## src/rtl/arrow_scheduler.sv

```systemverilog
// rtl/arrow_scheduler.sv - beat divider and song FSM strobing arrow codes into the arrow buffer
// Optional ARROW_SCHED_LFSR_EN selects an 8-bit LFSR arrow pattern instead of the rotating counter.
module arrow_scheduler #(
  parameter int NUM_ARROWS_BITS = 2,
  parameter int BEAT_DIV        = 12_500_000,
  parameter int SONG_BEATS      = 64,
  parameter int COUNTDOWN_BEATS = 4,
  parameter int PIPE_DEPTH      = 4
) (
  input  logic                     clk_i,
  input  logic                     rst_i,
  input  logic                     start_i,
  input  logic                     pause_i,
  input  logic [1:0]               tempo_sel_i,
  output logic                     shift_en_o,
  output logic [NUM_ARROWS_BITS:0] next_arrow_o,
  output logic [7:0]               beat_idx_o,
  output logic                     playing_o,
  output logic                     song_done_o
);
  localparam int AW    = NUM_ARROWS_BITS + 1;
  localparam int DIV_W = $clog2(BEAT_DIV) + 1;
`ifdef ARROW_SCHED_LFSR_EN
  localparam logic [7:0] PAT_SEED = 8'hA5;
`else
  localparam logic [7:0] PAT_SEED = 8'd1;
`endif

  typedef enum logic [2:0] {S_IDLE, S_COUNTDOWN, S_PLAY, S_DRAIN, S_DONE} state_t;

  state_t             state_q, state_d;
  logic [DIV_W-1:0]   div_q, div_d, period_q, period_d;
  logic [7:0]         cnt_q, cnt_d, beat_idx_q, beat_idx_d, pat_q, pat_d;
  logic               shift_en_q, shift_en_d, done_q, done_d;
  logic [AW-1:0]      arrow_q, arrow_d, pat_arrow;
  logic [7:0]         pat_next;
  logic               active, start_ok, tick;

`ifdef ARROW_SCHED_LFSR_EN
  assign pat_arrow = (pat_q[2:0] <= 3'd4) ? AW'(pat_q[2:0]) : '0;
  assign pat_next  = {pat_q[6:0], pat_q[7] ^ pat_q[5] ^ pat_q[4] ^ pat_q[3]};
`else
  assign pat_arrow = AW'(pat_q[2:0]);
  assign pat_next  = (pat_q == 8'd4) ? 8'd0 : pat_q + 8'd1;
`endif

  assign active   = (state_q == S_COUNTDOWN) || (state_q == S_PLAY) || (state_q == S_DRAIN);
  assign start_ok = start_i && ((state_q == S_IDLE) || (state_q == S_DONE));
  // Pause masks the tick, so a paused divider parked at period-1 fires on resume.
  assign tick     = active && !pause_i && (div_q == period_q - DIV_W'(1));

  always_comb begin
    state_d    = state_q;
    div_d      = div_q;
    period_d   = period_q;
    cnt_d      = cnt_q;
    beat_idx_d = beat_idx_q;
    pat_d      = pat_q;
    shift_en_d = 1'b0;
    arrow_d    = '0;

    if (active && !pause_i) div_d = tick ? '0 : div_q + DIV_W'(1);

    case (state_q)
      S_COUNTDOWN: if (tick) begin
        shift_en_d = 1'b1;
        if (cnt_q == 8'(COUNTDOWN_BEATS - 1)) begin
          state_d = S_PLAY;
          cnt_d   = '0;
        end else cnt_d = cnt_q + 8'd1;
      end
      S_PLAY: if (tick) begin
        shift_en_d = 1'b1;
        arrow_d    = pat_arrow;
        pat_d      = pat_next;
        beat_idx_d = beat_idx_q + 8'd1;
        if (cnt_q == 8'(SONG_BEATS - 1)) begin
          state_d = S_DRAIN;
          cnt_d   = '0;
        end else cnt_d = cnt_q + 8'd1;
      end
      S_DRAIN: if (tick) begin
        shift_en_d = 1'b1;
        if (cnt_q == 8'(PIPE_DEPTH - 1)) begin
          state_d = S_DONE;
          cnt_d   = '0;
        end else cnt_d = cnt_q + 8'd1;
      end
      default: ;
    endcase

    if (start_ok) begin
      state_d    = S_COUNTDOWN;
      div_d      = '0;
      period_d   = DIV_W'(BEAT_DIV) >> tempo_sel_i;
      cnt_d      = '0;
      beat_idx_d = '0;
      pat_d      = PAT_SEED;
    end
    // song_done lags entry into DONE by one cycle so it follows the last strobe.
    done_d = (state_q == S_DONE) && (state_d == S_DONE);
  end

  always_ff @(posedge clk_i or posedge rst_i) begin
    if (rst_i) begin
      state_q    <= S_IDLE;
      div_q      <= '0;
      period_q   <= DIV_W'(BEAT_DIV);
      cnt_q      <= '0;
      beat_idx_q <= '0;
      pat_q      <= PAT_SEED;
      shift_en_q <= 1'b0;
      arrow_q    <= '0;
      done_q     <= 1'b0;
    end else begin
      state_q    <= state_d;
      div_q      <= div_d;
      period_q   <= period_d;
      cnt_q      <= cnt_d;
      beat_idx_q <= beat_idx_d;
      pat_q      <= pat_d;
      shift_en_q <= shift_en_d;
      arrow_q    <= arrow_d;
      done_q     <= done_d;
    end
  end

  assign shift_en_o   = shift_en_q;
  assign next_arrow_o = arrow_q;
  assign beat_idx_o   = beat_idx_q;
  assign playing_o    = active;
  assign song_done_o  = done_q;
endmodule

```

## config.mk

```make
export PLATFORM = sky130hd
export DESIGN_NAME = arrow_scheduler
export DESIGN_NICKNAME = d
export VERILOG_FILES = /design/src/rtl/arrow_scheduler.sv
export SDC_FILE = /design/constraint.sdc
export NUM_CORES = 1
export LEC_CHECK = 0
export ABC_AREA = 1
export BUFFER_PORTS_ARGS = -buffer_cell sky130_fd_sc_hd__buf_2
export CAP_MARGIN = 20
export CORE_AREA = 2 2 121 123
export CTS_CLUSTER_DIAMETER = 150
export DETAILED_ROUTE_END_ITERATION = 10
export DIE_AREA = 0 0 123 125
export PLACE_DENSITY = 0.42
export SKIP_LAST_GASP = 1
export SLEW_MARGIN = 25
export SYNTH_ARGS = -nofsm -noshare
export SYNTH_HDL_FRONTEND = slang
export SYNTH_SLANG_ARGS = --single-unit
```

## constraint.sdc

```tcl
create_clock -name clk_i -period 2.2 [get_ports clk_i]
set_input_delay 0.44 -clock clk_i [delete_from_list [all_inputs] [get_ports clk_i]]
set_output_delay 0.44 -clock clk_i [all_outputs]
set_load 0.005 [all_outputs]
```

Word-level counts from Yosys, hierarchy flattened --
Index checks and enable logic that the tools add are counted.
Cells by class: shift-type cells 1, muxes and demuxes 28, reduce and logical (&&, ||, !) cells 17, eq/ne operators 11, $add $sub $neg 5
Operator list (count):
- 8-bit two-way mux | 12
- 25-bit two-way mux | 3
- 3-bit two-way mux | 9
- 25-bit by 1-bit adder with 25-bit output, second input constant | 1
- 25-bit == test | 1
- 24-bit by 2-bit right shift with 25-bit output, first input constant | 1
- 25-bit by 1-bit subtractor with 25-bit output, second input constant | 1
- 8-bit by 1-bit adder with 8-bit output, second input constant | 3
- 8-bit one-hot mux with 2 select lines | 1
- 3-bit one-hot mux with 3 select lines | 1
- 8-bit by 2-bit == test with 1-bit output, second input constant | 1
- 8-bit by 3-bit == test with 1-bit output, second input constant | 1
- 8-bit by 6-bit == test with 1-bit output, second input constant | 1
- 3-bit by 2-bit == test with 1-bit output, second input constant | 2
- 3-bit == test, second input constant | 2
- 2-bit nonzero test | 3
- 1-bit logical AND | 4
- 3-bit by 1-bit == test with 1-bit output, second input constant | 1
- 3-bit zero test | 1
- 1-bit logical OR | 3
- 3-bit by 1-bit inequality test with 1-bit output, second input constant | 1
- 3-bit inequality test, second input constant | 1
- 3-bit AND reduction | 1
- 3-bit nonzero test | 1
- other kinds (5) | 6
Storage, ports and cells: register bits after elaboration 82, input port bits 6, logic and storage cells 71

Depth between registers and ports, before layout --
depth in word-level cells 10, gate-level depth with buffers 15, gate-level depth less buffers 14

Least setup slack after synthesis --
OpenSTA, ideal clock, no wires.
kind register -> register, start register period_q[7], end register pat_q[7], setup slack 0.330 ns, period minus slack after synthesis 1.870 ns, path buffers 1, data arrival time 1.750 ns, cell stages (with the launch flop) 15, cells stage by stage dfrtp_1 -> inv_1 -> ha_1 -> inv_1 -> nand2_1 -> nand2_1 -> nor2_1 -> nand2_1 -> nor2_1 -> nand2_1 -> nor2_4 -> nand3_2 -> buf_2 -> nand3_1 -> o21ai_2
Between the ends: word-level cells in the longest chain between the ends 5
Ends and longest elaborated chain:
- start: declaration | RTL line 32 | logic [DIV_W-1:0] div_q, div_d, period_q, period_d;
- start signal: assignment | RTL line 108 | period_q <= DIV_W'(BEAT_DIV);
- start signal: assignment | RTL line 118 | period_q <= period_d;
- 25-bit by 1-bit subtractor with 25-bit output | RTL line 50 | assign tick = active && !pause_i && (div_q == period_q - DIV_W'(1));
- 25-bit == test | RTL line 50
- 1-bit logical AND | RTL line 50
- 2-bit nonzero test (no line)
- 2-bit AND reduction (no line)
- end signal: assignment | RTL line 121 | pat_q <= pat_d;
- end: declaration | RTL line 33 | logic [7:0] cnt_q, cnt_d, beat_idx_q, beat_idx_d, pat_q, pat_d;
No other way between the ends. A chain may end at the register's enable or synchronous reset.

Worst setup path in the final report --
start register state_q[0], end register div_q[19]
Between the ends: word-level cells in the longest chain between the ends 8, elaborated cells between the ends (all ways) 15, those cells by class eq/ne (4); mux (3); reduce/logical (8)
Ends and longest elaborated chain:
- start: declaration | RTL line 31 | state_t state_q, state_d;
- start signal: assignment | RTL line 116 | state_q <= state_d;
- 3-bit by 1-bit == test with 1-bit output or 3-bit by 2-bit == test with 1-bit output (tied branches) | RTL line 47 | assign active = (state_q == S_COUNTDOWN) || (state_q == S_PLAY) || (state_q == S_DRAIN);
- 1-bit logical OR (2 in series) | RTL line 47
- 1-bit logical AND | RTL line 50, 62
- 1-bit logical AND | RTL line 50
- 25-bit two-way mux (2 in series) | RTL line 62 | if (active && !pause_i) div_d = tick ? '0 : div_q + DIV_W'(1);
- 25-bit two-way mux | RTL line 92 | if (start_ok) begin
- end signal: assignment | RTL line 117 | div_q <= div_d;
- end: declaration | RTL line 32
Parallel ways exist; a longest one is shown, timed or not. The select of a mux whose other input is x is not followed.

==> out/metrics.cfg <==
[run_status]
status=complete, no violations

[final_layout]
final_nets=607
area.growth.synth_to_final_pct=17.1
final_cells=783
final_cell_area_um2=4830
diodes=0
layout-drive-gt1-share_pct=12.7

[worst_setup_path]
worstReg2RegEnd=div_q[19]
cpMaxStageDelayCell=sky130_fd_sc_hd__dfrtp_1
critical_path_class=register to register
rr_startpoint=state_q[0]
ff2ff_setup_slack_ps=140
startpoint=state_q[0]
critical_path.cell_chain=nor2_2 -> nand2_4 -> nand2_1 -> nand4_1 -> nor2_1 -> nand2_1 -> nand2_1 -> inv_1 -> nor3_1
critical_path.max_fanout=10
endpoint_kind=register
crit_required_ps=2450
timing.critical_path.mode_cell=sky130_fd_sc_hd__nand2_1
worst_path_largest_cell_delay_ps=430
cp-start-kind=register
rr_worst_depth=9
worst-endpoint-arrival_ps=2320

[pwr]
fin_total_pwr_mw=2.89
static-leakage-power_nw=2.39
power_density_nw_per_um2=599
worst_vdd_ir_mv=0.302

[detailed_routing]
dr_total_vias=3609
ant_nets=0
totalWireLength_um=10700
wire_per_inst_um=13.7
dr.pass1.iters=4
vias_per_std_cell=4.61
drt-initial-drc-count=120
post-route-drc-count=0

[sta]
finalHoldViolCount=0
final_layout_setup_total_negative_slack_ps=0
report.final.setup_viol=0
worst_pin_slew_ps=625
maxSlewViolCount=0
clock.fmax_ghz=0.485
timing.slew.headroom_pct=57.9
holdWs_ps=159
setup_repair_after_global_routing_missed_its_margin=yes
finalCriticalPeriod_ps=2060
timing.clock.skew_ps=8.21
final_min_period_over_clock_period_pct=93.8

[synthesis]
synth_area_leaders=sky130_fd_sc_hd__dfrtp_1 (38%), sky130_fd_sc_hd__nand2_1 (13%), sky130_fd_sc_hd__nand3_1 (7.6%)
asyncSetResetFlopFracSynth_pct=100
yosysWarnings=0
post_synth.cell_area_avg_um2=7.29
leading_area_contributor_after_synthesis=sky130_fd_sc_hd__dfrtp_1
postSynthRegisterBits=68
synthTopCellsByCount=sky130_fd_sc_hd__nand2_1 (147), sky130_fd_sc_hd__nor2_1 (81), sky130_fd_sc_hd__inv_1 (64)
ys.flop_type=sky130_fd_sc_hd__dfrtp_1
yosys.cell_types.count=37
netlist_area_um2=4130
seq_area_frac_synth_pct=41.4
yosys.cell_count.top_type=sky130_fd_sc_hd__nand2_1
yosys.area.top_type_share_pct=37.6
synth_fp_nets=578
synth_edf_count=0
post_syn_instances=566

[place]
gp_routability_congestion=0.847
placed_cells_incl_taps=766
placedInstanceArea_um2=4470
detailedPlacementHpwl_um=7700
port_buffers=19

[run]
drv_cap=0

[clocking]
clk_root_buffer_cell=sky130_fd_sc_hd__clkbuf_16
clk-insertion-delay-late_ps=340
cts.htree.levels=3
post_cts_resize_count=0
cts_max_path_buffers=2
cts.clk_slew.worst_paths_ps=60
cts_made_buffers=9
clock_tree_from_tritoncts=built
cts_hold_buf=0
tritoncts_num_sinks=68
cts.repair_timing.setup_buffer_count=0

[grt]
antenna_found_initial=0
grt_remaining_overflow=0
globalRouteTotalUtil_pct=15.0
grt_max_degree=46
first_global_vias=3619
grt_first_pass_wirelength_um=18100

[die]
initial_utilization_pct=29.1
dieWidth_um=123
fp.dieArea_um2=15400
floorplan.rows=44
dieHeight_um=125
ioPinCount=20
fp.coreArea_um2=14200

[worst_hold_path]
worstHoldPathType=input pin to asynchronous set/reset pin

-- per-stage QoR --
stage / setup WS, ps / util, %
final: 136 / 34.0
after global placement: 184 / 31.5
after floorplan: 58.4 / -
after detailed placement: 170 / 31.5
after CTS: 156 / 33.8
after global routing: -50.6 / 34.0
-- worst max-delay path, delay by kind of cell (launching register included) --
kind	cells	cell delay (ps)
DFF	1	430
buffers and inverters	1	40
and+or+nand+nor	8	1490
-- cells by family (layout without fill, tap and decap cells) --
family          Yosys count  count (layout)  share of synthesized area [%]
flops                    68              68                           41.4
simple gates            339             341                           36.9
xor+xnor                 25              25                           5.31
buf+inv                  83             114                           8.55
compound gates           45              45                           6.00
fa+ha+maj                 6               6                           1.82
-- metal layers --
metal / track usage, % / share of wire (%) / routed length (um) / vias to the layer above
met3: 3.06 / 2.9 / 307 / 12
met1: 19.3 / 48 / 5130 / 1696
li1: - / - / - / 1864
met5: 0 / 0 / 0 / -
met4: 6.15 / 1.8 / 193 / 0
met2: 24.5 / 48 / 5110 / 37
-- cell type report --
| class | instances | area [um^2] |
|---|---|---|
| clock buffers | 11 | 253 |
| clock inverters | 4 | 72.6 |
| fillers | 1556 | 9370 |
| inverters | 68 | 255 |
| multi-input cells | 417 | 2100 |
| flip-flops and latches | 68 | 1710 |
| well taps | 184 | 230 |
| repair buffers | 31 | 214 |
-- cell usage in the layout (no fill, tap or decap), types with 3 or more instances in the layout --
cell	n
sky130_fd_sc_hd__ha_1	6
sky130_fd_sc_hd__inv_2	5
sky130_fd_sc_hd__nor3_2	3
sky130_fd_sc_hd__nand2_1	147
sky130_fd_sc_hd__or2_2	3
sky130_fd_sc_hd__nor2_1	80
sky130_fd_sc_hd__nand3b_1	5
sky130_fd_sc_hd__buf_2	19
sky130_fd_sc_hd__nand2_4	3
sky130_fd_sc_hd__nor3_1	15
sky130_fd_sc_hd__xnor2_1	5
sky130_fd_sc_hd__dfrtp_1	62
sky130_fd_sc_hd__nand3_1	63
sky130_fd_sc_hd__dfstp_2	6
sky130_fd_sc_hd__clkbuf_16	9
sky130_fd_sc_hd__inv_1	63
sky130_fd_sc_hd__buf_4	9
sky130_fd_sc_hd__a21oi_1	13
sky130_fd_sc_hd__o21ai_1	3
sky130_fd_sc_hd__o21ai_0	18
sky130_fd_sc_hd__nor3b_1	4
sky130_fd_sc_hd__nand4_1	7
sky130_fd_sc_hd__xor2_1	20
sky130_fd_sc_hd__o22ai_1	4
-- worst max-delay path by stage --
stage	to	depth (start not counted)
global placement	div_q[19]	9
floorplan	beat_idx_o[0]	1
detailed placement	div_q[1]	11
CTS	pat_q[4]	12
global route	div_q[19]	9
finish	div_q[19]	9
-- where the power goes --
group / internal [mW] / total, mW / switching, mW
clock: 1.05 / 1.60 / 0.555
sequential: 1.25 / 1.25 / 0
combinational: 0.0109 / 0.0424 / 0.0315
-- flip-flops by register name (all words and copies together) (netlist names) --
| register | cells |
|---|---|
| song_done_o | 1 |
| state_q | 3 |
| shift_en_o | 1 |
| cnt_q | 8 |
| pat_q | 8 |
| period_q | 11 |
| next_arrow_o | 3 |
| div_q | 25 |
| beat_idx_o | 8 |
Power figures use the tool's default switching activity.
